$ cat src/rtl/display_scan_ctrl.sv
// Four-digit multiplexed 7-segment scanner with blanking gaps between digits.
// Display data is double-buffered and only swapped in at a frame boundary.
module display_scan_ctrl #(
    parameter int unsigned ON_CYC    = 50000,
    parameter int unsigned BLANK_CYC = 500
) (
    input  logic        clk,
    input  logic        reset,
    input  logic [15:0] datos_in,
    input  logic [3:0]  blank_in,
    input  logic        load_in,
    output logic [6:0]  catodos_o,
    output logic [3:0]  an_o,
    output logic [1:0]  digito_o,
    output logic        frame_o,
    output logic        upd_o
);

    localparam int unsigned MAX_CYC = (ON_CYC > BLANK_CYC) ? ON_CYC : BLANK_CYC;
    localparam int unsigned CW      = (MAX_CYC > 1) ? $clog2(MAX_CYC) : 1;
    localparam logic [CW-1:0] ON_LAST    = CW'(ON_CYC - 1);
    localparam logic [CW-1:0] BLANK_LAST = CW'(BLANK_CYC - 1);

    typedef enum logic {StBlank, StOn} state_t;

    state_t      r_state, w_state_d;
    logic [CW-1:0] r_cnt, w_cnt_d;
    logic [1:0]  r_idx, w_idx_d;
    logic [15:0] r_pend_data, r_shadow_data, w_shadow_data_d;
    logic [3:0]  r_pend_blank, r_shadow_blank, w_shadow_blank_d;
    logic        r_pend, w_pend_d;
    logic [6:0]  r_cat, w_cat_d;
    logic [3:0]  r_an, w_an_d;
    logic        r_frame, w_frame;
    logic        r_upd, w_upd;
    logic [3:0]  w_nib;

    function automatic logic [6:0] hex7(input logic [3:0] n);
        logic [6:0] s;
        case (n)
            4'h0: s = 7'b0000001;
            4'h1: s = 7'b1001111;
            4'h2: s = 7'b0010010;
            4'h3: s = 7'b0000110;
            4'h4: s = 7'b1001100;
            4'h5: s = 7'b0100100;
            4'h6: s = 7'b0100000;
            4'h7: s = 7'b0001111;
            4'h8: s = 7'b0000000;
            4'h9: s = 7'b0000100;
            4'hA: s = 7'b0001000;
            4'hB: s = 7'b1100000;
            4'hC: s = 7'b0110001;
            4'hD: s = 7'b1000010;
            4'hE: s = 7'b0110000;
            default: s = 7'b0111000;
        endcase
        return s;
    endfunction

    always_comb begin
        w_state_d = r_state;
        w_cnt_d   = r_cnt + 1'b1;
        w_idx_d   = r_idx;
        w_frame   = 1'b0;
        unique case (r_state)
            StBlank: begin
                if (r_cnt == BLANK_LAST) begin
                    w_state_d = StOn;
                    w_cnt_d   = '0;
                    w_idx_d   = (r_idx == 2'd3) ? 2'd0 : r_idx + 2'd1;
                    w_frame   = (r_idx == 2'd3);
                end
            end
            StOn: begin
                if (r_cnt == ON_LAST) begin
                    w_state_d = StBlank;
                    w_cnt_d   = '0;
                end
            end
            default: ;
        endcase

        // A load on the frame-start edge still applies the older pending value.
        w_upd            = w_frame & r_pend;
        w_pend_d         = load_in | (r_pend & ~w_upd);
        w_shadow_data_d  = w_upd ? r_pend_data  : r_shadow_data;
        w_shadow_blank_d = w_upd ? r_pend_blank : r_shadow_blank;

        // Outputs are computed from next state so they change on the transition edge.
        w_nib   = w_shadow_data_d[w_idx_d*4 +: 4];
        w_an_d  = 4'b1111;
        w_cat_d = 7'h7F;
        if (w_state_d == StOn) begin
            w_an_d  = ~(4'b0001 << w_idx_d);
            w_cat_d = w_shadow_blank_d[w_idx_d] ? 7'h7F : hex7(w_nib);
        end
    end

    always_ff @(posedge clk or posedge reset) begin
        if (reset) begin
            r_state        <= StBlank;
            r_cnt          <= '0;
            r_idx          <= 2'd3;
            r_pend_data    <= '0;
            r_pend_blank   <= '0;
            r_pend         <= 1'b0;
            r_shadow_data  <= '0;
            r_shadow_blank <= '0;
            r_cat          <= 7'h7F;
            r_an           <= 4'b1111;
            r_frame        <= 1'b0;
            r_upd          <= 1'b0;
        end else begin
            r_state        <= w_state_d;
            r_cnt          <= w_cnt_d;
            r_idx          <= w_idx_d;
            r_pend         <= w_pend_d;
            r_shadow_data  <= w_shadow_data_d;
            r_shadow_blank <= w_shadow_blank_d;
            r_cat          <= w_cat_d;
            r_an           <= w_an_d;
            r_frame        <= w_frame;
            r_upd          <= w_upd;
            if (load_in) begin
                r_pend_data  <= datos_in;
                r_pend_blank <= blank_in;
            end
        end
    end

    assign catodos_o = r_cat;
    assign an_o      = r_an;
    assign digito_o  = r_idx;
    assign frame_o   = r_frame;
    assign upd_o     = r_upd;

endmodule
$ cat config.mk
export PLATFORM = sky130hd
export DESIGN_NAME = display_scan_ctrl
export DESIGN_NICKNAME = d
export VERILOG_FILES = /design/src/rtl/display_scan_ctrl.sv
export SDC_FILE = /design/constraint.sdc
export NUM_CORES = 1
export LEC_CHECK = 0
export ABC_AREA = 1
export CORE_MARGIN = 1.5
export CORE_UTILIZATION = 25
export DETAILED_ROUTE_END_ITERATION = 10
export SLEW_MARGIN = 20
export SYNTH_ARGS = -nofsm -noshare
export SYNTH_HDL_FRONTEND = slang
export SYNTH_SLANG_ARGS = --single-unit
$ cat constraint.sdc
create_clock -name clk -period 2.9 [get_ports clk]
set_input_delay 0.435 -clock clk [delete_from_list [all_inputs] [get_ports clk]]
set_output_delay 0.435 -clock clk [all_outputs]
set_load 0.02 [all_outputs]
==> summary by stage, run 1 <==
Drt
The via total after detailed routing is 2910. The post-detailed-routing wire length is 7970 µm. The length of the first detailed-routing pass in iterations is 4. The total routed wire length on the met1 layer is 3700 µm. For this block, the initial DRC count from the detailed router was 138.

For this run, design rule violations remaining after detail routing come to 0. In this run the remaining antenna-violating nets after routing total 0. The via count normalized by instance count is 4.30.

Detailed routing placed a total of 3890 µm of wire on met2. Wire segments on met3 add up to 236 µm in the final route. The average wire length per cell after detail routing is 11.8 µm. The detailed router used layers up to and including met4.

Synthesis
For this run, the number of Yosys warnings is 0. When the netlist entered floorplanning its net count stood at 474. The count of cell types in the netlist is 35. The portion of synthesized cell area occupied by the leading cell type is 40.4%. The most common cell in the synthesized netlist is nand2_1.

After synthesis, the cell types taking the most area are dfrtp_1 40%, nand2_1 12%, dfstp_2 9.2%. The mapped netlist covers 0.00372 mm². Counting flops with a built-in enable in the synthesized netlist gives 0. Counting every instance in the synthesized netlist gives 443.

The fraction of registers with async set or reset after synthesis is 100%. The flip-flop cell with the highest count after synthesis is dfrtp_1. The commonest cells after synthesis are 116 x nand2_1, 67 x inv_1, 60 x dfrtp_1, 30 x nor2_1, 22 x o21ai_0. After synthesis, flip-flops and latches occupy 49.5% of the total area. dfrtp_1 takes more of the synthesized area than any other cell. The post-synthesis area per instance is 8.40 µm². The synthesis-stage register bit count is 73.

Clock network
The CTS root buffer is clkbuf_16. The longest clock path from root to sink contains 2 buffers. CTS built an H-tree with a depth of 3.

Once the clock tree was built, the setup fixing pass inserted 0 buffers. Clock latency on the worst-skew pair, taken at its later pin, is 0.33 ns. The number of gates resized after CTS was 0. The register clock-pin slew on the reported worst setup and hold paths is 0.05 ns. Buffers inserted during clock tree synthesis total 9. TritonCTS built the clock tree. The tree built by TritonCTS fans out to 73 sinks. The quantity of hold-fixing buffers added after cts is 0.

Floorplan
The overall die width is 125 µm. The die boundary height is 125 µm. The die covers 0.0156 mm². The number of I/O pins is 38. After floorplanning, the core was sized to cover 0.0145 mm².

The floorplan has 44 rows. The starting density of the core is 25.6%.

STA
At the pin with the least slew margin, the transition time is 0.642 ns. The setup TNS is 0 ns. The count of final hold-check violations is 0.

The worst clock skew is 0.00872 ns. In the finished design, the share of the clock period the worst path needs comes to 90.8%. Setup repair after global routing left no endpoint under its margin. The number of pins exceeding their max-slew limit in the final report was 0. The final setup violation count is 0. The minimum clock period is 2.63 ns. Timing would allow up to 380 MHz. The worst pin sits at a relative slew slack of 56.6%.

Worst setup path
Traced cell by cell, the critical path runs through ha_1 -> inv_1 -> nor2_1 -> nand4_4 -> nand2_1 -> o21ai_2 -> nand2_1 -> nand2_1 -> nor2_4 -> inv_2 -> ha_1 -> inv_1 -> nand3_1 -> nand3_1 -> nand3_1. The arrival time reported for the critical path endpoint is 2.88 ns. The element type at the critical path start is a register. The kind of critical path is register to register.

STA puts the critical path data required time at 3.15 ns. The largest single stage delay on the critical path is 0.57 ns. The highest fanout seen on the critical path is 25. The type of destination of the critical path is a register. The buffer and inverter count on the worst path is 3. The highest-delay cell along the critical path is dfstp_2. The kind of cell adding the most delay to the critical path is simple AND/OR/NAND/NOR gates.

Cells and area
The count of antenna diodes in the layout is 0. Once layout is done, the placed cells without fillers occupy 0.00462 mm². The area overhead of the layout relative to synthesis is 24.2%.

The post-route core utilization is 31.8%. The net count of the finished layout is 518. Of the cells placed in the final design, the portion with a size suffix greater than 1 is 16.9%.

GRT
After global routing the overflow that remains totals 0. The number of global-route vias before repair came to 2902. The wire length of the first global-routing pass is 13500 µm. The pin count of the biggest net entering global routing is 42. Across every metal layer, demand over resource in global routing totals 10.6%. The initial antenna violation count was 0.

Placement
Input and output buffers added on the ports amount to 37. The placed standard-cell area is 0.00432 mm². Once detailed placement completed, the half-perimeter wirelength came to 6080 µm. The routability congestion estimate from global placement is 0.861.

Flow run
The max-capacitance violation count is 0.

Power and ir drop
Dividing total power by cell area gives a power density of 486 mW/mm². The post-route total power is 2.24 mW. The leakage dissipation is 2.17 nW. VDD sags by at most 276 µV.

Status
The flow ran to the end, and the final reports show no timing, DRC or antenna violations.

Min path
The kind of path behind the tightest hold check is register to register.
-- area by class of cell --
type	instances	area, µm²
clock buffers	11	243
clock inverters	5	56.3
fillers	1568	9910
inverters	76	285
multi-input cells	285	1540
flip-flops and latches	73	1840
well taps	184	230
repair buffers	42	420
-- layer usage --
| metal | up-vias | track usage, % |
|---|---|---|
| li1 | 1467 | - |
| met1 | 1373 | 13.5 |
| met2 | 56 | 17.7 |
| met3 | 14 | 1.71 |
| met4 | 0 | 5.01 |
| met5 | - | 0 |
-- path summary, 6_finish.rpt --
kind                                       start                         end  slack, ns  cells past startpoint
max                        digito_o[0]$_DFF_PP1_      catodos_o[3]$_DFF_PP1_       0.27                     15
min                           r_cnt[0]$_DFF_PP0_          r_cnt[0]$_DFF_PP0_       0.47                      1
min reg2reg                   r_cnt[0]$_DFF_PP0_          r_cnt[0]$_DFF_PP0_       0.47                      1
min in group asynchronous                  reset  r_pend_data[5]$_DFFE_PP0P_       0.49                      2
max in group asynchronous                  reset         r_cnt[10]$_DFF_PP0_       1.72                      3
max reg2reg                digito_o[0]$_DFF_PP1_      catodos_o[3]$_DFF_PP1_       0.27                     15
-- state kept, by name (all words and copies together), names as in the netlist --
signal          cells
an_o                4
r_pend              1
digito_o            2
r_state             1
r_pend_data        16
upd_o               1
r_cnt              16
r_shadow_data      16
frame_o             1
r_pend_blank        4
r_shadow_blank      4
catodos_o           7
-- power by group --
part           internal (mW)  leakage [nW]  total, mW  switching, mW
Sequential              1.04         0.919       1.05        0.00581
Clock                  0.687         0.145       1.09          0.406
Combinational         0.0416          1.11     0.0990         0.0574
Total                   1.77          2.17       2.24          0.469
-- logic make-up (layout without fill, tap and decap cells) --
kind of cell	Yosys count	in the layout	synth area share (%)
compound gates	45	45	6.69
xor+xnor	6	6	1.41
fa+ha+maj	8	8	2.69
buf+inv	85	134	9.01
flops	73	73	49.5
simple gates	226	226	30.6
-- placed cells by master, fill, tap and decap left out, types with 8 or more instances in the layout --
cell             synthesis  routed
nor2_4                   9       9
nand3_1                 21      21
clkbuf_16                0       9
nand2_1                116     116
dfrtp_1                 60      60
nor2_2                   8       8
nor2_1                  30      30
nand4_1                 14      14
nand2_2                 10      10
dfstp_2                 13      13
clkdlybuf4s50_1          0      37
inv_2                    8       9
inv_1                   67      66
o21ai_0                 22      22
ha_1                     8       8
o21ai_1                 10      10
-- through the flow --
step                      setup WS, ns  instances  hold WS (ns)
after floorplan                  0.529        443         0.433
after global placement           0.379        660         0.452
after detailed placement         0.273        660         0.456
after CTS                        0.261        676         0.463
after global routing           0.00847        676         0.493
final                            0.268        676         0.468
Power figures use the tool's default switching activity.
==> inputs of run 2 (changes only) <==
--- a/config.mk
+++ b/config.mk
@@ -9,7 +9,6 @@
 export CORE_MARGIN = 1.5
 export CORE_UTILIZATION = 25
 export DETAILED_ROUTE_END_ITERATION = 10
-export SLEW_MARGIN = 20
 export SYNTH_ARGS = -nofsm -noshare
 export SYNTH_HDL_FRONTEND = slang
 export SYNTH_SLANG_ARGS = --single-unit
==> results of run 2 <==
No change in the layout: final DEF, timing and power equal those of run 1.
==> inputs of run 3 (changes only) <==
--- a/config.mk
+++ b/config.mk
@@ -9,6 +9,7 @@
 export CORE_MARGIN = 1.5
 export CORE_UTILIZATION = 25
 export DETAILED_ROUTE_END_ITERATION = 10
+export MAX_ROUTING_LAYER = met4
 export SYNTH_ARGS = -nofsm -noshare
 export SYNTH_HDL_FRONTEND = slang
 export SYNTH_SLANG_ARGS = --single-unit
==> summary by stage, run 3 (same netlist as run 1, synthesis figures left out) <==
Status
The flow ran to the end, and the final reports show no timing, DRC or antenna violations.

STA
The pin slew with the least headroom to its limit came to 0.648 ns (+0.00566 ns). The count of final hold-check violations is 0 (unchanged). The upper clock frequency limit was 381 MHz (+0.27%).

The worst clock skew came to 0.00845 ns (-0.000278 ns). The final setup violation count was 0 (unchanged). The final worst-path cycle share was 90.5% (-0.24 points). The number of pins exceeding their max-slew limit in the final report is 0 (unchanged). The minimum clock period is 2.62 ns (-0.00707 ns). Setup repair after global routing left no endpoint under its margin. The setup TNS came to 0 ns (unchanged). The worst slew slack as a fraction of its limit was 56.3% (-0.38 points).

Worst setup path
The path depth of the worst reg2reg path is 15 (unchanged). The element type at the critical path start is a register. The worst register-to-register path ends at catodos_o[3]$_DFF_PP1_.

The kind of critical path is register to register. In this run the worst setup path begins at digito_o[0]$_DFF_PP1_. The type of destination of the critical path is a register. The startpoint of the worst register-to-register path is digito_o[0]$_DFF_PP1_. The highest fanout seen on the critical path was 25 (unchanged). The end point of the critical path is catodos_o[3]$_DFF_PP1_. The setup slack on the worst flop-to-flop path is 0.28 ns (about the same).

The required time of the critical path came to 3.15 ns (about the same). The arrival time reported for the critical path endpoint is 2.87 ns (about the same).

Drt
The number of remaining DRC errors is 0 (unchanged). The post-detailed-routing wire length is 7900 µm (-0.90%). The average wire length per cell after detail routing came to 11.7 µm (-0.90%). The DRC marker count from the first detailed-route iteration is 121 (-12%).

The length of the first detailed-routing pass in iterations is 4 (unchanged). The via total after detailed routing is 2898 (-0.41%). The via count normalized by instance count is 4.29 (-0.41%).

The remaining antenna violation count after routing is 0 (unchanged).

Cells and area
The area overhead of the layout relative to synthesis is 24.2% (unchanged). The most frequent standard cell in the layout excluding fill and tap cells is nand2_1. The largest registers in the layout are r_cnt (16), r_pend_data (16), r_shadow_data (16). The share of layout cells above drive strength 1 is 16.9% (unchanged).

The library cells used most frequently in the layout, excluding fill and tap cells, are 116 x nand2_1, 66 x inv_1, 60 x dfrtp_1, 37 x clkdlybuf4s50_1, 30 x nor2_1. The final cell count without fillers was 676 (unchanged). The multi-input logic area is 0.00154 mm² (unchanged). The area taken by flip-flops and latches is 0.00184 mm² (unchanged). The count of nets after finishing is 518 (unchanged). The summed area of non-filler cells in the final layout is 0.00462 mm² (unchanged).

The number of fill cells in the layout is 1568 (unchanged). The count of antenna diodes in the layout is 0 (unchanged).

Power and ir drop
The post-route total power is 2.24 mW (-0.16%). The maximum ir drop on the vdd rail came to 273 µV (-1.3%). The total power per unit cell area was 485 mW/mm² (-0.16%).

The leakage dissipation came to 2.17 nW (unchanged).

Placement
The routability congestion estimate from global placement was 0.875 (+1.6%). The post-DP HPWL is 6080 µm (unchanged). The placed standard-cell area is 0.00432 mm² (unchanged).

The cell count after placement came to 660 (unchanged). The number of port buffers is 37 (unchanged).

GRT
The leftover overflow at the end of global routing is 0 (unchanged). The wire length of the first global-routing pass is 13500 µm (-0.16%). The number of global-route vias before repair is 2908 (+0.21%). The pin count of the biggest net entering global routing was 42 (unchanged). The all-layer global routing usage was 10.9% (+0.30 points).

The initial antenna violation count is 0 (unchanged).

Clock network
The total number of H-tree levels was 3 (unchanged). The number of clock sinks was 73 (unchanged). The later-pin clock latency in the skew report is 0.33 ns (about the same). The register clock-pin slew on the reported worst setup and hold paths was 0.05 ns (about the same). The tree is rooted in a clkbuf_16. The CTS tree is done. The number of buffers between clock root and the deepest sink is 2 (unchanged). The post-cts gate resize count is 0 (unchanged). The total CTS buffers is 9 (unchanged).

Floorplan
The floorplan row count is 44 (unchanged). The die area is 0.0156 mm² (unchanged). The overall die width is 125 µm (unchanged). The die boundary height is 125 µm (unchanged). The number of I/O pins is 38 (unchanged).

The starting density of the core is 25.6% (unchanged). The area of the core is 0.0145 mm² (unchanged).

Flow run
The max-capacitance violation count is 0 (unchanged).

Min path
The min-delay analysis places its worst path in the category register to register.
## run 3: cell counts in the layout (fill, tap and decap cells not counted)
No cell type changed its count.
## run 3: what timing repair did
action	in CTS	in global routing
hold buffers	0	0
setup buffers	0	0
endpoints found under the setup margin	0	1
## run 3: worst min path at each step
stage,from,end,slack [ns],cells after the start
floorplan,r_cnt[0]$_DFF_PP0_,r_cnt[0]$_DFF_PP0_,0.43,1
global placement,r_cnt[0]$_DFF_PP0_,r_cnt[0]$_DFF_PP0_,0.45,1
finish,r_cnt[0]$_DFF_PP0_,r_cnt[0]$_DFF_PP0_,0.47,1
CTS,r_cnt[0]$_DFF_PP0_,r_cnt[0]$_DFF_PP0_,0.46,1
detailed placement,r_cnt[0]$_DFF_PP0_,r_cnt[0]$_DFF_PP0_,0.46,1
global route,r_cnt[0]$_DFF_PP0_,r_cnt[0]$_DFF_PP0_,0.49,1
## run 3: metrics by stage
stage,hold WS [ns],util [%],setup slack (ns)
3_5_place_dp,0.456,29.7,0.273
3_3_place_gp,0.452,29.7,0.379
2_1_floorplan,0.433,-,0.529
6_report,0.468,31.8,0.275
4_1_cts,0.463,31.8,0.261
5_1_grt,0.493,31.8,0.00847
## run 3: where the power goes
part	switching [mW]	total, mW	internal, mW
sequential	0.00569	1.05	1.04
clock	0.403	1.09	0.687
combinational	0.0571	0.0987	0.0416
## run 3: metal layers
layer | share of wire, % | vias to the layer above | track usage [%]
met5 | 0 | - | -
met1 | 46 | 1371 | 13.5
met3 | 3.0 | 11 | 1.67
li1 | - | 1464 | -
met4 | 1.7 | 0 | 5.01
met2 | 49 | 52 | 17.7
## run 3: area by class of cell
class                   instances  area share [%]
inverters                      76            6.18
well taps                     184            4.98
multi-input cells             285            33.4
clock inverters                 5            1.22
clock buffers                  11            5.25
flip-flops and latches         73            39.9
repair buffers                 42            9.10
## run 3: critical path: stages, from the launching register on
cell	delay, ns
dfstp_2	0.57
ha_1	0.18
inv_1	0.04
nor2_1	0.20
nand4_4	0.37
nand2_1	0.15
o21ai_1	0.09
nand2_1	0.08
nand2_2	0.06
nor2_4	0.18
inv_2	0.07
ha_1	0.24
inv_1	0.08
nand3_1	0.07
nand3_1	0.09
nand3_1	0.07
